$ cat config.mk
export PLATFORM = sky130hd
export DESIGN_NAME = shiftreg_univ_flat
export DESIGN_NICKNAME = d
export VERILOG_FILES = /design/src/rtl/shiftreg_univ_pkg.sv /design/src/rtl/shiftreg_univ_if.sv /design/src/rtl/shiftreg_univ_shift_cell.sv /design/src/rtl/shiftreg_univ.sv /design/src/flat_wrapper.sv
export SDC_FILE = /design/constraint.sdc
export NUM_CORES = 1
export LEC_CHECK = 0
export BUFFER_PORTS_ARGS = -buffer_cell sky130_fd_sc_hd__buf_2
export CORE_MARGIN = 5
export CORE_UTILIZATION = 35
export CTS_BUF_LIST = sky130_fd_sc_hd__clkbuf_4 sky130_fd_sc_hd__clkbuf_8
export DETAILED_ROUTE_END_ITERATION = 12
export PLACE_DENSITY = 0.66
export SLEW_MARGIN = 20
export SYNTH_ARGS = -nofsm -noshare
export SYNTH_HDL_FRONTEND = slang
export SYNTH_HIERARCHICAL = 1
export SYNTH_SLANG_ARGS = --single-unit
$ cat constraint.sdc
create_clock -name clk -period 2.9 [get_ports clk]
set_input_delay 0.145 -clock clk [delete_from_list [all_inputs] [get_ports clk]]
set_output_delay 0.145 -clock clk [all_outputs]
set_load 0.005 [all_outputs]
$ cat src/rtl/shiftreg_univ_pkg.sv
// Shared definitions for the universal shift register.
//   shift_mode_t : per-edge operation select (HOLD / SHR / SHL / LOAD).
// Optional feature macro used by the design: SHIFTREG_UNIV_PARITY_EN.
package shiftreg_pkg;

  typedef enum logic [1:0] {
    MODE_HOLD = 2'b00,
    MODE_SHR  = 2'b01,
    MODE_SHL  = 2'b10,
    MODE_LOAD = 2'b11
  } shift_mode_t;

endpackage : shiftreg_pkg

$ cat src/rtl/shiftreg_univ_if.sv
// Signal bundle for shiftreg_univ (everything except clk/rst).
//   master : drives clr, mode, ser_in_r, ser_in_l, par_in; observes the outputs.
//   slave  : the shift register itself.
// Outputs: par_out, ser_out_r, ser_out_l, bit_cnt, frame_done, parity.
interface shiftreg_univ_if
  import shiftreg_pkg::*;
#(
  parameter int WIDTH = 8,
  parameter int CNT_W = $clog2(WIDTH + 1)
);
  logic              clr;
  shift_mode_t       mode;
  logic              ser_in_r;
  logic              ser_in_l;
  logic [WIDTH-1:0]  par_in;
  logic [WIDTH-1:0]  par_out;
  logic              ser_out_r;
  logic              ser_out_l;
  logic [CNT_W-1:0]  bit_cnt;
  logic              frame_done;
  logic              parity;

  modport master (
    output clr, mode, ser_in_r, ser_in_l, par_in,
    input  par_out, ser_out_r, ser_out_l, bit_cnt, frame_done, parity
  );

  modport slave (
    input  clr, mode, ser_in_r, ser_in_l, par_in,
    output par_out, ser_out_r, ser_out_l, bit_cnt, frame_done, parity
  );
endinterface : shiftreg_univ_if

$ cat src/rtl/shiftreg_univ_shift_cell.sv
// One bit of the universal shift register: a flop fed by a 4:1 mux
// (hold / right neighbour / left neighbour / load) with synchronous clear.
// Ports:
//   clk     rising-edge clock
//   rst     asynchronous active-low reset (q -> RST_VAL)
//   clr_i   synchronous clear (q -> RST_VAL), overrides mode_i
//   mode_i  operation select
//   right_i value taken on SHR (bit above, or ser_in_r for the MSB)
//   left_i  value taken on SHL (bit below, or ser_in_l for the LSB)
//   load_i  value taken on LOAD
//   q_o     stored bit
module shift_cell
  import shiftreg_pkg::*;
#(
  parameter logic RST_VAL = 1'b1
) (
  input  logic        clk,
  input  logic        rst,
  input  logic        clr_i,
  input  shift_mode_t mode_i,
  input  logic        right_i,
  input  logic        left_i,
  input  logic        load_i,
  output logic        q_o
);

  logic q_q;
  logic q_d;

  always_comb begin
    q_d = q_q;
    if (clr_i) begin
      q_d = RST_VAL;
    end else begin
      case (mode_i)
        MODE_HOLD: q_d = q_q;
        MODE_SHR:  q_d = right_i;
        MODE_SHL:  q_d = left_i;
        MODE_LOAD: q_d = load_i;
        default:   q_d = q_q;
      endcase
    end
  end

  always_ff @(posedge clk or negedge rst) begin
    if (!rst) q_q <= RST_VAL;
    else      q_q <= q_d;
  end

  assign q_o = q_q;

endmodule : shift_cell

$ cat src/rtl/shiftreg_univ.sv
// Parametrised universal shift register (SIPO / PISO / bidirectional shifter)
// with a frame counter that pulses frame_done on each completed WIDTH-bit frame.
// Ports:
//   clk  rising-edge clock
//   rst  asynchronous active-low reset
//   bus  shiftreg_univ_if.slave: clr, mode, ser_in_r, ser_in_l, par_in in;
//        par_out, ser_out_r, ser_out_l, bit_cnt, frame_done, parity out.
// Optional feature: define SHIFTREG_UNIV_PARITY_EN for a registered even-parity
// bit of q; otherwise parity is tied 0.
module shiftreg_univ
  import shiftreg_pkg::*;
#(
  parameter int               WIDTH     = 8,
  parameter logic [WIDTH-1:0] RESET_VAL = '1,
  parameter int               CNT_W     = $clog2(WIDTH + 1)
) (
  input logic               clk,
  input logic               rst,
  shiftreg_univ_if.slave    bus
);

  logic [WIDTH-1:0] q_q;
  logic [WIDTH-1:0] right_src;
  logic [WIDTH-1:0] left_src;

  // Neighbour vectors: on SHR each bit takes the one above it, on SHL the one below.
  assign right_src = {bus.ser_in_r, q_q[WIDTH-1:1]};
  assign left_src  = {q_q[WIDTH-2:0], bus.ser_in_l};

  generate
    for (genvar gi = 0; gi < WIDTH; gi++) begin : g_cell
      shift_cell #(
        .RST_VAL (RESET_VAL[gi])
      ) u_cell (
        .clk     (clk),
        .rst     (rst),
        .clr_i   (bus.clr),
        .mode_i  (bus.mode),
        .right_i (right_src[gi]),
        .left_i  (left_src[gi]),
        .load_i  (bus.par_in[gi]),
        .q_o     (q_q[gi])
      );
    end
  endgenerate

  // Frame counter: both shift directions count toward the same frame.
  logic [CNT_W-1:0] bit_cnt_q, bit_cnt_d;
  logic             frame_done_q, frame_done_d;

  always_comb begin
    bit_cnt_d    = bit_cnt_q;
    frame_done_d = 1'b0;
    if (bus.clr) begin
      bit_cnt_d = '0;
    end else begin
      case (bus.mode)
        MODE_SHR, MODE_SHL: begin
          if (bit_cnt_q == CNT_W'(WIDTH - 1)) begin
            bit_cnt_d    = '0;
            frame_done_d = 1'b1;
          end else begin
            bit_cnt_d = bit_cnt_q + CNT_W'(1);
          end
        end
        MODE_LOAD: bit_cnt_d = '0;
        default:   bit_cnt_d = bit_cnt_q;
      endcase
    end
  end

  always_ff @(posedge clk or negedge rst) begin
    if (!rst) begin
      bit_cnt_q    <= '0;
      frame_done_q <= 1'b0;
    end else begin
      bit_cnt_q    <= bit_cnt_d;
      frame_done_q <= frame_done_d;
    end
  end

`ifdef SHIFTREG_UNIV_PARITY_EN
  // Parity of the next q is tracked incrementally: a shift drops one bit and
  // adds one, so the new parity is the old one with both of those bits folded in.
  logic parity_q, parity_d;

  always_comb begin
    parity_d = parity_q;
    if (bus.clr) begin
      parity_d = ^RESET_VAL;
    end else begin
      case (bus.mode)
        MODE_SHR:  parity_d = parity_q ^ q_q[0] ^ bus.ser_in_r;
        MODE_SHL:  parity_d = parity_q ^ q_q[WIDTH-1] ^ bus.ser_in_l;
        MODE_LOAD: parity_d = ^bus.par_in;
        default:   parity_d = parity_q;
      endcase
    end
  end

  always_ff @(posedge clk or negedge rst) begin
    if (!rst) parity_q <= ^RESET_VAL;
    else      parity_q <= parity_d;
  end

  assign bus.parity = parity_q;
`else
  assign bus.parity = 1'b0;
`endif

  assign bus.par_out    = q_q;
  assign bus.ser_out_r  = q_q[0];
  assign bus.ser_out_l  = q_q[WIDTH-1];
  assign bus.bit_cnt    = bit_cnt_q;
  assign bus.frame_done = frame_done_q;

endmodule : shiftreg_univ
$ cat src/flat_wrapper.sv
// flat-port wrapper written by rule: the top's interface ports become plain ports
module shiftreg_univ_flat import shiftreg_pkg::*;
#(
  parameter int               WIDTH     = 8,
  parameter logic [WIDTH-1:0] RESET_VAL = '1,
  parameter int               CNT_W     = $clog2(WIDTH + 1)
)
  (clk, rst, bus_clr, bus_mode, bus_ser_in_r, bus_ser_in_l, bus_par_in, bus_par_out, bus_ser_out_r, bus_ser_out_l, bus_bit_cnt, bus_frame_done, bus_parity);
  shiftreg_univ_if #(.WIDTH(WIDTH), .CNT_W(CNT_W)) bus_i ();
  input logic clk;
  input logic rst;
  input wire logic [$bits(bus_i.clr)-1:0] bus_clr;
  input wire logic [$bits(bus_i.mode)-1:0] bus_mode;
  input wire logic [$bits(bus_i.ser_in_r)-1:0] bus_ser_in_r;
  input wire logic [$bits(bus_i.ser_in_l)-1:0] bus_ser_in_l;
  input wire logic [$bits(bus_i.par_in)-1:0] bus_par_in;
  output wire logic [$bits(bus_i.par_out)-1:0] bus_par_out;
  output wire logic [$bits(bus_i.ser_out_r)-1:0] bus_ser_out_r;
  output wire logic [$bits(bus_i.ser_out_l)-1:0] bus_ser_out_l;
  output wire logic [$bits(bus_i.bit_cnt)-1:0] bus_bit_cnt;
  output wire logic [$bits(bus_i.frame_done)-1:0] bus_frame_done;
  output wire logic [$bits(bus_i.parity)-1:0] bus_parity;
  assign bus_i.clr = bus_clr;
  assign bus_i.mode = bus_mode;
  assign bus_i.ser_in_r = bus_ser_in_r;
  assign bus_i.ser_in_l = bus_ser_in_l;
  assign bus_i.par_in = bus_par_in;
  assign bus_par_out = bus_i.par_out;
  assign bus_ser_out_r = bus_i.ser_out_r;
  assign bus_ser_out_l = bus_i.ser_out_l;
  assign bus_bit_cnt = bus_i.bit_cnt;
  assign bus_frame_done = bus_i.frame_done;
  assign bus_parity = bus_i.parity;
  shiftreg_univ #(.WIDTH(WIDTH), .RESET_VAL(RESET_VAL), .CNT_W(CNT_W)) u_core (.clk(clk), .rst(rst), .bus(bus_i));
endmodule
# After elaboration in Yosys (flattened, before gate mapping)
# Cells that the tools add are included.
# totals
inputBits	15
wordCells	41
register_bits	13
# classes
add_sub_neg	1
muxes	22
n_reduce_logical	3
n_eq_ne	5
# op_table
operator	count
case mux 1 bit (3 select lines)	8
two-way mux 1 bit	11
two-way mux 4 bit	2
case mux 4 bit (2 select lines)	1
adder 4 x 1 -> 4 bit, second input constant	1
== test 2 bit, second input constant	2
== test 4 x 3 -> 1 bit, second input constant	1
nonzero test 3 bit	1
== test 2 x 1 -> 1 bit, second input constant	1
logical NOT 2 bit	1
!= test 2 bit, second input constant	1
OR reduction 2 bit	1

# Longest topological paths before layout
# logic_depth
word_depth	4
mapped_depth	3
ltp_nobuf	3

# By module
# The synthesis kept the hierarchy.
# by_module_without_submodules
mod	cells_each	n_inst	area_each_um2
shift_cell	3	8	55.1
shiftreg_univ	26	1	296.5

# Worst setup path after synthesis
# Ideal clock, no wire load.
# synth_path
path_type	in2reg
start	input bus_mode[0]
end	register u_core.bit_cnt_q[0], in the netlist u_core/bus.bit_cnt[0]
required_ps	2820
setup_slack_ps	1765
path_stages	3
path_buffers	0
arrival_ps	1056
cell_sequence	ha_1 or4b_1 o22ai_2
# synth_between
elab_chain_len	4
word_cells_on_any_way	7
cone_classes	eq/ne: 3; mux: 2; reduce/logical: 2
# synth_lines
item	line_no	rtl
from (decl)	flat_wrapper.sv:13	input wire logic [$bits(bus_i.mode)-1:0] bus_mode;
== test 2 x 1 -> 1 bit or == test 2 bit (tied branches)	shiftreg_univ.sv:57	case (bus.mode)
OR reduction 2 bit	shiftreg_univ.sv:57	
case mux 4 bit (2 select lines)	shiftreg_univ.sv:57	
two-way mux 4 bit	shiftreg_univ.sv:54	if (bus.clr) begin
to (signal assigned)	shiftreg_univ.sv:77	bit_cnt_q <= bit_cnt_d;
to (decl)	shiftreg_univ.sv:48	logic [CNT_W-1:0] bit_cnt_q, bit_cnt_d;
# Several ways; a longest one is shown, not always the timed one.
# A chain may end at the register's enable or synchronous reset.

# Worst setup path in the final report
# layout_path
start	register u_core.bit_cnt_q[0], in the netlist u_core/bus.bit_cnt[0]
end	register u_core.frame_done_q, in the netlist u_core/bus.frame_done
# layout_between
elab_chain_len	4
# layout_lines
item	line_no	rtl
== test 4 x 3 -> 1 bit	shiftreg_univ.sv:59	if (bit_cnt_q == CNT_W'(WIDTH - 1)) begin
two-way mux 1 bit	shiftreg_univ.sv:59	
two-way mux 1 bit	shiftreg_univ.sv:57	
two-way mux 1 bit	shiftreg_univ.sv:54	
net u_core.frame_done_d	shiftreg_univ.sv:49	logic frame_done_q, frame_done_d;
to (signal assigned)	shiftreg_univ.sv:78	frame_done_q <= frame_done_d;
to (decl)	shiftreg_univ.sv:49	
# The timed path passes the listed nets, and every way through them passes these cells.

==> impl_metrics.env <==
export IMPL_netlist_area_um2=737
export IMPL_synthCells=50
export IMPL_die_h_um=55.9
export IMPL_synth_ff_type="dfstp_2"
export IMPL_cts_tree="yes"
export IMPL_p_leak_nw=0.408
export IMPL_final_common_cell="buf_2"
export IMPL_cts_inserted_buffers=3
export IMPL_synthAdderAreaFrac_pct=3.40
export IMPL_synth_area_mux_share_pct=27.3
export IMPL_slowest_stage="dfrtp_1"
export IMPL_syn_to_final_growth_pct=26.7
export IMPL_cts_clk_slew_worst_paths_ns=0.08
export IMPL_synth_nets=67
export IMPL_crit_fanout=5
export IMPL_async_reset_ff_share_pct=100
export IMPL_switching_share_pct=24.4
export IMPL_ys_seq_elements=13
export IMPL_core_um2=1980
export IMPL_io_pins=31
export IMPL_layout_setup_ws_ns=1.71
export IMPL_period_needed_ns=1.19
export IMPL_setup_viol=0
export IMPL_ys_warn_count=6
export IMPL_place_congestion=0.726
export IMPL_path_class="register to register"
export IMPL_p_int_mw=0.299
export IMPL_routed_via_count=529
export IMPL_report_final_slew_viol_count=0
export IMPL_start_kind="register"
export IMPL_grt_pass1_wl_mm=2.54
export IMPL_hpwl_mm=1.22
export IMPL_cts_root_buf="clkbuf_4"
export IMPL_p_clk_share_pct=30.5
export IMPL_synth_top_area_share_pct=28.5
export IMPL_power_density_nw_per_um2=424
export IMPL_final_cell_mix="buf_2 (29), or2_1 (9), mux4_2 (8), dfstp_2 (8), dfrtp_1 (5)"
export IMPL_yosys_area_top_type="dfstp_2"
export IMPL_cts_buffer_depth=2
export IMPL_drt_total_wl_mm=1.53
export IMPL_firstDrtPassIters=4
export IMPL_layoutNonFillerInstCount=108
export IMPL_grt_total_usage_pct=10.6
export IMPL_antenna_found_initial=0
export IMPL_grt_max_degree=14
export IMPL_n_antenna_cell=0
export IMPL_ant_nets=0
export IMPL_endpoint_kind="register"
export IMPL_row_count=16
export IMPL_vdd_ir_drop_max_mv=0.255
export IMPL_netlist_top_cells_area="dfstp_2 (29%), mux4_2 (24%), dfrtp_1 (17%)"
export IMPL_viasPerCell=4.90
export IMPL_max_freq_mhz=844
export IMPL_syn_avg_cell_area_um2=14.7
export IMPL_cp_data_required_time_ns=3.06
export IMPL_initial_core_util_pct=37.2
export IMPL_synth_xor_area_share_pct=0
export IMPL_die_w_um=55.9
export IMPL_worstHoldPathType="primary input to register"
export IMPL_nNetsFinal=99
export IMPL_cp_common_cell="and3b_1"
export IMPL_rrSetupSlack_ns=1.71
export IMPL_max_stage_delay_ns=0.43
export IMPL_status="finished clean"
export IMPL_cts_sinks=13
export IMPL_fin_crit_sh_pct=40.9
export IMPL_synth_cell_types=20
export IMPL_drt_iter0_drc=5
export IMPL_synth_top_family_by_area="multiplexers"
export IMPL_comb_power_share_pct=17.7
export IMPL_setup_tns_ns=0
export IMPL_path_cells="ha_1, and3b_1, and3b_1"
export IMPL_synthSimpleGateAreaFrac_pct=16.5
export IMPL_dp_cells=103
export IMPL_nFillCells=201
export IMPL_h_tree_depth=1
export IMPL_drc=0
export IMPL_synth_compound_area_share_pct=3.74
export IMPL_clk_latency_ns=0.27
export IMPL_hold_ws_ns=0.218
export IMPL_cp_data_arrival_time_ns=1.35
export IMPL_die_area_um2=3120
export IMPL_seq_area_frac_synth_pct=45.5
export IMPL_drive_gt1_share_pct=63.0
export IMPL_hold_viol=0
export IMPL_rsz0062_at_grt="false"
export IMPL_place_ws_ns=1.46
export IMPL_fin_worst_skew_ns=0.00317
export IMPL_port_buffers=29
export IMPL_synth_edff_count=0
export IMPL_utilization_pct=47.1
export IMPL_grt_pass1_vias=554
export IMPL_seq_power_share_pct=51.8
export IMPL_wl_per_cell_um=14.1
export IMPL_maxCapViolCount=0
export IMPL_power_net_switching_mw=0.0963
export IMPL_grt_overflow=0
-- repair_timing --
action                     CTS  global route
setup buffers                0             0
setup endpoints to repair    0             0
gates resized for setup      0             0
hold buffers                 1             0
hold endpoints to repair     5             0
-- worst max-delay path: cells and delay by family (launching register included) --
kind          cells  cell delay, ns
simple gates      2            0.39
fa+ha+maj         1            0.26
flops             1            0.43
-- sequential cells by signal, summed over array words and instances, names as in the netlist --
name / cells
u_core/bus.bit_cnt: 4
u_core/g_cell.u_cell/q_o: 8
u_core/bus.frame_done: 1
-- logic make-up after synthesis --
group	after synthesis
AOI/OAI and AO/OA	3
adders and majority gates	2
buffers and inverters	3
DFF	13
muxes	10
other	1
and+or+nand+nor	18
-- final timing paths --
path / endpoint / from / cells after the start
min reg2reg: u_core/bus.bit_cnt[1] / u_core/bus.bit_cnt[1] / 2
min in group asynchronous: u_core/bus.bit_cnt[0] / rst / 2
max: u_core/bus.frame_done / u_core/bus.bit_cnt[0] / 3
max reg2reg: u_core/bus.frame_done / u_core/bus.bit_cnt[0] / 3
min: u_core/g_cell[6].u_cell/q_o / bus_clr / 2
max in group asynchronous: u_core/g_cell[1].u_cell/q_o / rst / 2
-- routing by layer --
metal  track usage, %  vias up  share of wire, %  wire, um
met2             18.1       16                52       795
met1             11.3      258                39       600
li1                 -      253                 -         -
met4             6.10        0               1.8        27
met3             3.48        2               6.7       102
met5                0        -                 0         0
-- through the flow --
stage | area (um^2) | power, mW
2_1_floorplan | 737 | 0.246
3_3_place_gp | 893 | 0.276
3_5_place_dp | 893 | 0.278
4_1_cts | 933 | 0.403
5_1_grt | 933 | 0.419
6_report | 933 | 0.396
-- synthesized netlist by cell type, types with 2 or more instances --
cell     n
mux4_2   8
and3b_1  2
or2_1    9
buf_4    3
dfrtp_1  5
dfstp_2  8
ha_1     2
-- area by class of cell --
type | instances | area [um^2] | area share, %
Clock buffer | 4 | 30.0 | 3.22
Multi-Input combinational cell | 34 | 379 | 40.6
Sequential cell | 13 | 335 | 35.9
Tap cell | 27 | 33.8 | 3.62
Timing Repair Buffer | 30 | 155 | 16.6
-- power by group through the flow --
stage	combinational, mW	clock, mW	sequential (mW)
3_3_place_gp	0.0683	0	0.207
6_report	0.0700	0.121	0.205
4_1_cts	0.0712	0.126	0.205
3_5_place_dp	0.0699	0	0.208
5_1_grt	0.0774	0.135	0.206
2_1_floorplan	0.0388	0	0.207
(Power assumes the default switching activity.)
